<file path="src/rtl/rename_regfile_pkg.sv">
// Shared constants for the rename register file slice.
package rename_regfile_pkg;
    localparam int DATA_W_DEF   = 32;
    localparam int TAG_W_DEF    = 4;
    localparam int NUM_REGS_DEF = 32;
    localparam int NUM_SRC_DEF  = 2;
    localparam int IDX_W_DEF    = $clog2(NUM_REGS_DEF);

    localparam logic TRUE  = 1'b1;
    localparam logic FALSE = 1'b0;
endpackage

</file>
<file path="src/rtl/rename_regfile_rf_src_read.sv">
// Per-source operand resolution: zero reg, commit forward, rename wait, or value.
module rf_src_read
    import rename_regfile_pkg::*;
#(
    parameter int DATA_W = DATA_W_DEF,
    parameter int TAG_W  = TAG_W_DEF,
    parameter int IDX_W  = IDX_W_DEF
) (
    input  logic [IDX_W-1:0]  rs_i,
    input  logic [DATA_W-1:0] value_i,
    input  logic              busy_i,
    input  logic [TAG_W-1:0]  tag_i,
    input  logic              cm_valid_i,
    input  logic [IDX_W-1:0]  cm_rd_i,
    input  logic [TAG_W-1:0]  cm_tag_i,
    input  logic [DATA_W-1:0] cm_data_i,
    output logic [DATA_W-1:0] v_o,
    output logic [TAG_W-1:0]  q_o,
    output logic              qv_o
);

    logic fwd;

    assign fwd = cm_valid_i && (cm_rd_i == rs_i) &&
                 (!busy_i || (tag_i == cm_tag_i));

    always_comb begin
        v_o  = '0;
        q_o  = '0;
        qv_o = FALSE;
        if (rs_i != '0) begin
            if (fwd) begin
                v_o = cm_data_i;
            end else begin
                v_o = value_i;
                if (busy_i) begin
                    qv_o = TRUE;
                    q_o  = tag_i;
                end
            end
        end
    end

endmodule

</file>
<file path="src/rtl/rename_regfile.sv">
// Architectural register file with rename status, commit forwarding
// and a registered operand bundle towards the reservation station.
module rename_regfile
    import rename_regfile_pkg::*;
#(
    parameter int NUM_REGS = NUM_REGS_DEF,
    parameter int DATA_W   = DATA_W_DEF,
    parameter int TAG_W    = TAG_W_DEF,
    parameter int NUM_SRC  = NUM_SRC_DEF,
    parameter int IDX_W    = $clog2(NUM_REGS)
) (
    input  logic                      clk,
    input  logic                      rst,
    input  logic                      rdy,
    input  logic                      disp_valid,
    output logic                      disp_ready,
    input  logic [IDX_W-1:0]          disp_rd,
    input  logic [TAG_W-1:0]          disp_tag,
    input  logic [NUM_SRC*IDX_W-1:0]  disp_rs,
    output logic                      out_valid,
    input  logic                      out_ready,
    output logic [TAG_W-1:0]          out_tag,
    output logic [NUM_SRC*DATA_W-1:0] out_v,
    output logic [NUM_SRC*TAG_W-1:0]  out_q,
    output logic [NUM_SRC-1:0]        out_qv,
    input  logic                      cm_valid,
    input  logic [IDX_W-1:0]          cm_rd,
    input  logic [TAG_W-1:0]          cm_tag,
    input  logic [DATA_W-1:0]         cm_data,
    input  logic                      flush
);

    logic [DATA_W-1:0] value_q [NUM_REGS];
    logic [DATA_W-1:0] value_d [NUM_REGS];
    logic [TAG_W-1:0]  tag_q   [NUM_REGS];
    logic [TAG_W-1:0]  tag_d   [NUM_REGS];
    logic [NUM_REGS-1:0] busy_q, busy_d;

    logic                      out_valid_q, out_valid_d;
    logic [TAG_W-1:0]          out_tag_q, out_tag_d;
    logic [NUM_SRC*DATA_W-1:0] out_v_q, out_v_d;
    logic [NUM_SRC*TAG_W-1:0]  out_q_q, out_q_d;
    logic [NUM_SRC-1:0]        out_qv_q, out_qv_d;

    logic [NUM_SRC*DATA_W-1:0] src_v;
    logic [NUM_SRC*TAG_W-1:0]  src_q;
    logic [NUM_SRC-1:0]        src_qv;

    logic fire;
    logic cm_we;
    logic disp_we;

    assign disp_ready = !rst && rdy && !flush && (!out_valid_q || out_ready);
    assign fire       = disp_valid && disp_ready;
    assign cm_we      = cm_valid && (cm_rd != '0);
    assign disp_we    = fire && (disp_rd != '0);

    // Sources see the mapping from before this instruction's own rd rename.
    for (genvar k = 0; k < NUM_SRC; k++) begin : g_src
        logic [IDX_W-1:0] rs;
        assign rs = disp_rs[k*IDX_W +: IDX_W];

        rf_src_read #(
            .DATA_W (DATA_W),
            .TAG_W  (TAG_W),
            .IDX_W  (IDX_W)
        ) u_rd (
            .rs_i       (rs),
            .value_i    (value_q[rs]),
            .busy_i     (busy_q[rs]),
            .tag_i      (tag_q[rs]),
            .cm_valid_i (cm_valid),
            .cm_rd_i    (cm_rd),
            .cm_tag_i   (cm_tag),
            .cm_data_i  (cm_data),
            .v_o        (src_v[k*DATA_W +: DATA_W]),
            .q_o        (src_q[k*TAG_W +: TAG_W]),
            .qv_o       (src_qv[k])
        );
    end

    always_comb begin
        value_d = value_q;
        tag_d   = tag_q;
        busy_d  = busy_q;
        if (cm_we) begin
            value_d[cm_rd] = cm_data;
            if (tag_q[cm_rd] == cm_tag) begin
                busy_d[cm_rd] = FALSE;
            end
        end
        // A same-rd dispatch overrides the commit's busy clear.
        if (disp_we) begin
            busy_d[disp_rd] = TRUE;
            tag_d[disp_rd]  = disp_tag;
        end
        if (flush) begin
            busy_d = '0;
        end
    end

    always_comb begin
        out_valid_d = out_valid_q;
        out_tag_d   = out_tag_q;
        out_v_d     = out_v_q;
        out_q_d     = out_q_q;
        out_qv_d    = out_qv_q;
        if (flush) begin
            out_valid_d = FALSE;
            out_v_d     = '0;
            out_q_d     = '0;
            out_qv_d    = '0;
        end else if (fire) begin
            out_valid_d = TRUE;
            out_tag_d   = disp_tag;
            out_v_d     = src_v;
            out_q_d     = src_q;
            out_qv_d    = src_qv;
        end else if (out_valid_q && out_ready) begin
            out_valid_d = FALSE;
        end
    end

    always_ff @(posedge clk) begin
        if (rst) begin
            for (int i = 0; i < NUM_REGS; i++) begin
                value_q[i] <= '0;
                tag_q[i]   <= '0;
            end
            busy_q      <= '0;
            out_valid_q <= FALSE;
            out_tag_q   <= '0;
            out_v_q     <= '0;
            out_q_q     <= '0;
            out_qv_q    <= '0;
        end else if (rdy) begin
            value_q     <= value_d;
            tag_q       <= tag_d;
            busy_q      <= busy_d;
            out_valid_q <= out_valid_d;
            out_tag_q   <= out_tag_d;
            out_v_q     <= out_v_d;
            out_q_q     <= out_q_d;
            out_qv_q    <= out_qv_d;
        end
    end

    assign out_valid = out_valid_q;
    assign out_tag   = out_tag_q;
    assign out_v     = out_v_q;
    assign out_q     = out_q_q;
    assign out_qv    = out_qv_q;

endmodule
</file>
<file path="config.mk">
export PLATFORM = sky130hd
export DESIGN_NAME = rename_regfile
export DESIGN_NICKNAME = d
export VERILOG_FILES = /design/src/rtl/rename_regfile_pkg.sv /design/src/rtl/rename_regfile_rf_src_read.sv /design/src/rtl/rename_regfile.sv
export SDC_FILE = /design/constraint.sdc
export NUM_CORES = 2
export LEC_CHECK = 0
export CAP_MARGIN = 30
export CELL_PAD_IN_SITES_DETAIL_PLACEMENT = 1
export CELL_PAD_IN_SITES_GLOBAL_PLACEMENT = 2
export CORE_UTILIZATION = 37
export DETAILED_ROUTE_END_ITERATION = 12
export DONT_BUFFER_PORTS = 1
export GPL_ROUTABILITY_DRIVEN = 0
export GPL_TIMING_DRIVEN = 0
export HOLD_SLACK_MARGIN = 0.02
export PLACE_DENSITY_LB_ADDON = 0.1
export REMOVE_ABC_BUFFERS = 1
export SYNTH_ARGS = -nofsm -noshare
export SYNTH_HDL_FRONTEND = slang
export SYNTH_SLANG_ARGS = --single-unit
</file>
<file path="constraint.sdc">
create_clock -name clk -period 3.1 [get_ports clk]
set_input_delay 0.62 -clock clk [delete_from_list [all_inputs] [get_ports clk]]
set_output_delay 0.62 -clock clk [all_outputs]
set_load 0.02 [all_outputs]
</file>
# Word-level counts from Yosys, hierarchy flattened
# Index checks and enable logic that the tools add are counted.
[totals]
reg_bits = 1263
in_bits = 67
[op_classes]
magnitude_cmp = 12
n_eq_ne = 5
mux = 58
bitwise = 8
reduce_logical = 34
[op_table]
columns = ["cell", "n"]
rows = [
  ["bitwise mux 1024 bit", 1],
  ["2-to-1 mux 32 bit", 13],
  ["binary-select mux 32 bit (select 5 bit)", 2],
  ["demux 32 bit (select 5 bit)", 1],
  ["bitwise mux 128 bit", 1],
  ["2-to-1 mux 64 bit", 2],
  ["binary-select mux 4 bit (select 5 bit)", 3],
  ["2-to-1 mux 4 bit", 13],
  ["AND 32 bit", 1],
  ["NOT 32 bit", 1],
  ["bitwise OR 32 bit", 1],
  [">= comparator 6 bit (second input constant)", 4],
  ["< comparator 5 x 6 -> 1 bit (second input constant)", 4],
  ["NOT 5 -> 6 bit", 4],
  ["demux 4 bit (select 5 bit)", 1],
  ["nonzero test 5 bit", 4],
  ["2-to-1 mux 8 bit", 2],
  ["logical AND 1 bit", 15],
  ["2-to-1 mux 1 bit", 13],
  ["== test 4 bit", 3],
  ["< comparator 6 x 1 -> 1 bit (second input constant)", 2],
  ["binary-select mux 1 bit (select 5 bit)", 2],
  ["demux 1 bit (select 5 bit)", 2],
  ["== test 5 bit", 2],
  ["9 further kinds", 20],
]

# Logic depth before layout (Yosys ltp)
[logic_depth]
word_depth = 11
depth_mapped = 12

# Hierarchy
# From an unflattened synthesis, not the netlist that was laid out.
[hier_totals]
hier_cells = 6918
hier_area_um2 = 64715.8
[by_module_without_submodules]
columns = ["mod", "n_inst", "cells_per_inst", "area_each_um2"]
rows = [
  ["rename_regfile", 1, 6664, 63109.3],
  ["rf_src_read", 2, 127, 803.3],
]

# Worst setup path before layout
# OpenSTA, ideal clock, no wires.
[synth_timing]
path_kind = "in2reg"
from = "input port disp_rs[1]"
to = "register out_v_q[23], in the netlist out_v[23]"
t_arrival_ps = 3131
slack_ps = -153
cell_stages = 10
path_cell_list = "buf_6 -> clkbuf_1 -> buf_1 -> buf_1 -> mux4_2 -> mux4_2 -> mux2_2 -> nand2_1 -> a21oi_1 -> a221o_1"
[synth_between]
elab_chain_len = 11
elab_cells_between_ends = 20
classes_between = "eq/ne (2); mux (12); bitwise (1); reduce/logical (5)"
[synth_lines]
columns = ["item", "line_no", "source"]
rows = [
  ["start, declared", "rename_regfile.sv:19", "input logic [NUM_SRC*IDX_W-1:0] disp_rs,"],
  ["NOT 5 -> 6 bit (implied by the code)", "rename_regfile.sv:69, rename_regfile.sv:71", ""],
  ["binary-select mux 4 bit (select 5 bit)", "rename_regfile.sv:71", ".tag_i (tag_q[rs]),"],
  ["2-to-1 mux 4 bit (implied by the code) (2 in a row)", "rename_regfile.sv:71", ""],
  ["== test 4 bit", "rename_regfile_rf_src_read.sv:25", "(!busy_i || (tag_i == cm_tag_i));"],
  ["logical OR 1 bit", "rename_regfile_rf_src_read.sv:25", ""],
  ["logical AND 1 bit", "rename_regfile_rf_src_read.sv:24", "assign fwd = cm_valid_i && (cm_rd_i == rs_i) &&"],
  ["2-to-1 mux 32 bit", "rename_regfile_rf_src_read.sv:32", "if (fwd) begin"],
  ["2-to-1 mux 32 bit *", "rename_regfile_rf_src_read.sv:31", "if (rs_i != '0) begin"],
  ["2-to-1 mux 64 bit *", "rename_regfile.sv:113", "end else if (fire) begin"],
  ["2-to-1 mux 64 bit *", "rename_regfile.sv:108", "if (flush) begin"],
  ["end signal, assigned", "rename_regfile.sv:142", "out_v_q <= out_v_d;"],
  ["end, declared", "rename_regfile.sv:41", "logic [NUM_SRC*DATA_W-1:0] out_v_q, out_v_d;"],
]
# Mark *: on every way between the ends. The rest lies on a longest branch, timed or not. The select of a mux whose other input is x is not followed.
# A chain may end at the register's enable or synchronous reset.

# Worst setup path in the final report
[layout_timing]
from = "input port disp_rs[0]"
to = "register out_v_q[15], in the netlist out_v[15]"
# Same word-level chain as after synthesis.

==> results.txt <==
Cells after synthesis -> 6880
Peak supply drop -> 0.000494 V
Starting utilization of the core area -> 37.3%
Floorplan die width -> 419 um
Fraction of the yosys area taken by sequential cells -> 39.3%
Total Die Area -> 175000 um2
Number of slew-limit violations in the final report -> 0
Crit-path most repeated cell -> sky130_fd_sc_hd__buf_6
Crit path capture type -> register
Total CTS buffers -> 157
Max stage delay cell, worst path -> sky130_fd_sc_hd__nor2_4
Final core area utilization -> 43.1%
Worst path setup slack after routing -> -426 ps
Total overflow reported by the global router -> 0
Largest driver fanout on the critical path -> 270
Worst-Margin Slew -> 1180 ps
Post-synthesis async set-or-reset flop share -> 0%
Classification of the worst-slack hold path -> input pin to register
Violations in the final reports -> negative setup slack
Signal arrival time at the worst endpoint -> 4220 ps
Commonest cells after routing, fill and taps aside -> sky130_fd_sc_hd__nand2_1, sky130_fd_sc_hd__dfxtp_1, sky130_fd_sc_hd__a21oi_1, sky130_fd_sc_hd__mux4_2, sky130_fd_sc_hd__clkbuf_16
Synth-to-layout area growth -> 15.4%
Highest attainable clock frequency -> 0.284 GHz
Pre-antenna DRT Iters -> 5
Number of synthesized flops with an enable pin -> 0
Number of placed I/O pins -> 147
Total Wirelength -> 301 mm
Count of antenna-violating nets left after detailed routing -> 0
Number of global-route vias before repair -> 55223
Power density relative to cell area -> 502 nW/um2
Vias -> 55655
Clock latency on the worst-skew pair -> 810 ps
Number of buffers inserted by port buffering -> 0
Count of different cell masters after synthesis -> 57
Switching power total -> 8.99 mW
DP Wirelength -> 173 mm
Number of nets in the finished design -> 6595
Worst clock skew on the final layout -> 26.3 ps
Chip height -> 419 um
Most frequent standard cell in the layout excluding fill and tap cells -> sky130_fd_sc_hd__nand2_1
Final critical delay including setup and external delays -> 3530 ps
DRC marker count from the first detailed-route iteration -> 5842
Max Cap Violations -> 0
Static leakage -> 24.2 nW
Buffer depth of the longest clock path -> 3
Filler Cell Count -> 18969
Combinational power share -> 5.6%
Fraction of layout cells with a size suffix above 1 -> 20.2%
Cell type group with the largest total delay on the critical path -> simple AND/OR/NAND/NOR gates
Largest net degree at the start of global routing -> 1164
First-pass GRT wire length -> 421 mm
Global router's overall resource usage -> 33.8%
Worst setup path category -> input pin to register
Portion of total power attributed to sequential cells -> 43.9%
Synth warn -> 0
Crit path buf inv count -> 4
Launching element type of the critical path -> input pin
Yosys reg bits -> 1263
Total chip power -> 37.2 mW
Clock-pin slew on the worst setup and hold paths -> 60 ps
Routed vias/inst -> 6.21
Switching part of the total power -> 24.1%
Area of the core region -> 172000 um2
Number of endpoints failing setup at the final stage -> 70
Sink count of the clock tree -> 1263
Relative max-transition margin -> 21.3%
Max incr delay on CP -> 660 ps
CTS root buffer -> sky130_fd_sc_hd__clkbuf_16
Clock power frac -> 50.5%
H-tree Lvls -> 4
Post-synthesis instance area -> 64300 um2
Top_reg_cell synth -> sky130_fd_sc_hd__dfxtp_1
Outcome -> finished with violations
Remaining routing DRC violations -> 0
Antenna violations before repair -> 10
Share of the cycle needed by the critical path after routing -> 114%
TritonCTS clock tree -> done
WL/cell -> 33.6 um
Ordered list of cells on the worst path -> nor2_4 > buf_16 > a22oi_1 > a21oi_1 > nor4_4 > xor2_1 > nor4_4 > buf_6 > buf_6 > buf_6 > a21oi_1 > a221o_1
Endpoints failing hold -> 0
Required @ worst endpoint -> 3800 ps
Avg Cell Area, Syn -> 9.34 um2
Standard-cell row count -> 152
Internal cell power -> 28.3 mW
## synth_stat cells (all sizes together), types with 6 or more instances
cell	count	area, um2
xnor2	6	52.6
nor4	14	121
mux2	64	721
nor2	73	274
mux4	692	15600
mux2i	154	1540
a21oi	1198	6000
clkbuf	575	2190
o21ai	13	65.1
nand4	7	43.8
nor3	7	35.0
nor2b	45	282
o211ai	24	185
a22o	8	70.1
nand3	109	546
nor3b	9	67.6
nand2	2239	8400
dfxtp	1263	25300
nand2b	17	106
and2	8	50.1
a221o	62	621
buf	160	953
a22oi	80	606
xor2	16	140
## state kept, by name, summed over array words and instances, names as in the netlist
register	cells
out_q	8
value_q	1024
busy_q	32
out_valid	1
out_tag	4
out_qv	2
out_v	64
tag_q	128
## cell type report
type | instances | area [um2] | share of cell area (%)
Inverter | 1 | 3.75 | 0.00506
Antenna cell | 2 | 5.00 | 0.00675
Multi-Input combinational cell | 4881 | 36700 | 49.5
Sequential cell | 1263 | 25300 | 34.1
Clock buffer | 245 | 4720 | 6.37
Tap cell | 2310 | 2890 | 3.90
Clock inverter | 36 | 425 | 0.574
Timing Repair Buffer | 224 | 4070 | 5.48
## routing by layer
metal / track usage (%) / wire length [um] / part of all wire [%]
met1: 45.6 / 127000 / 42
met2: 53.0 / 137000 / 45
met3: 5.80 / 22300 / 7.4
met4: 14.8 / 14100 / 4.7
met5: 0 / 16 / 0.0053
## cells by family after synthesis
logic type,Yosys count,synth area share (%)
simple gates,2549,15.7
compound gates,1400,11.9
flops,1263,39.3
mux,910,27.8
buf+inv,736,4.90
xor+xnor,22,0.300
## worst min-delay path: cells and delay by family
family           cells  cell delay [ps]
AND/OR/NAND/NOR      2              130
AO/OA/AOI/OAI        1               50
## power by group through the flow
| stage | sequential (mW) | clock (mW) | combinational [mW] |
|---|---|---|---|
| final | 16.3 | 18.8 | 2.09 |
| after global routing | 16.3 | 19.7 | 2.13 |
| after CTS | 16.3 | 19.1 | 1.74 |
| after detailed placement | 16.7 | 0 | 1.31 |
| after global placement | 16.7 | 0 | 1.13 |
| after floorplan | 16.7 | 0 | 0.806 |
## repair_timing
item                                    in CTS  in global routing
resized for setup                           32                 39
endpoints found under the hold margin     1186                164
cloned                                       0                  0
buffers inserted                            12                 17
hold buffers                                43                  8
pin swaps                                    4                 22
endpoints found under the setup margin     105                109
## per-stage QoR
| step | instance area [um2] | worst slack, ps | TNS (ps) | instances | hold slack, ps |
|---|---|---|---|---|---|
| 2_1_floorplan | 61100 | -1160 | -99970 | 6145 | 437 |
| 3_3_place_gp | 64000 | -9200 | -4163270 | 8455 | 448 |
| 3_5_place_dp | 67400 | -1910 | -212140 | 8593 | 458 |
| 4_1_cts | 73600 | 3.65 | 0 | 8929 | 20.9 |
| 5_1_grt | 74100 | -147 | -1750 | 8960 | 43.4 |
| 6_report | 74200 | -426 | -16730 | 8962 | 56.1 |
## path summary, 6_finish.rpt
kind,startpoint,end,slack (ps),cells past startpoint
worst max register to register,busy_q[23],out_v[58],40,9
worst min register to register,tag_q[38],tag_q[38],460,2
worst max-delay path,disp_rs[0],out_v[15],-430,12
worst min-delay path,disp_rd[3],tag_q[46],60,3
(Power assumes the default switching activity.)
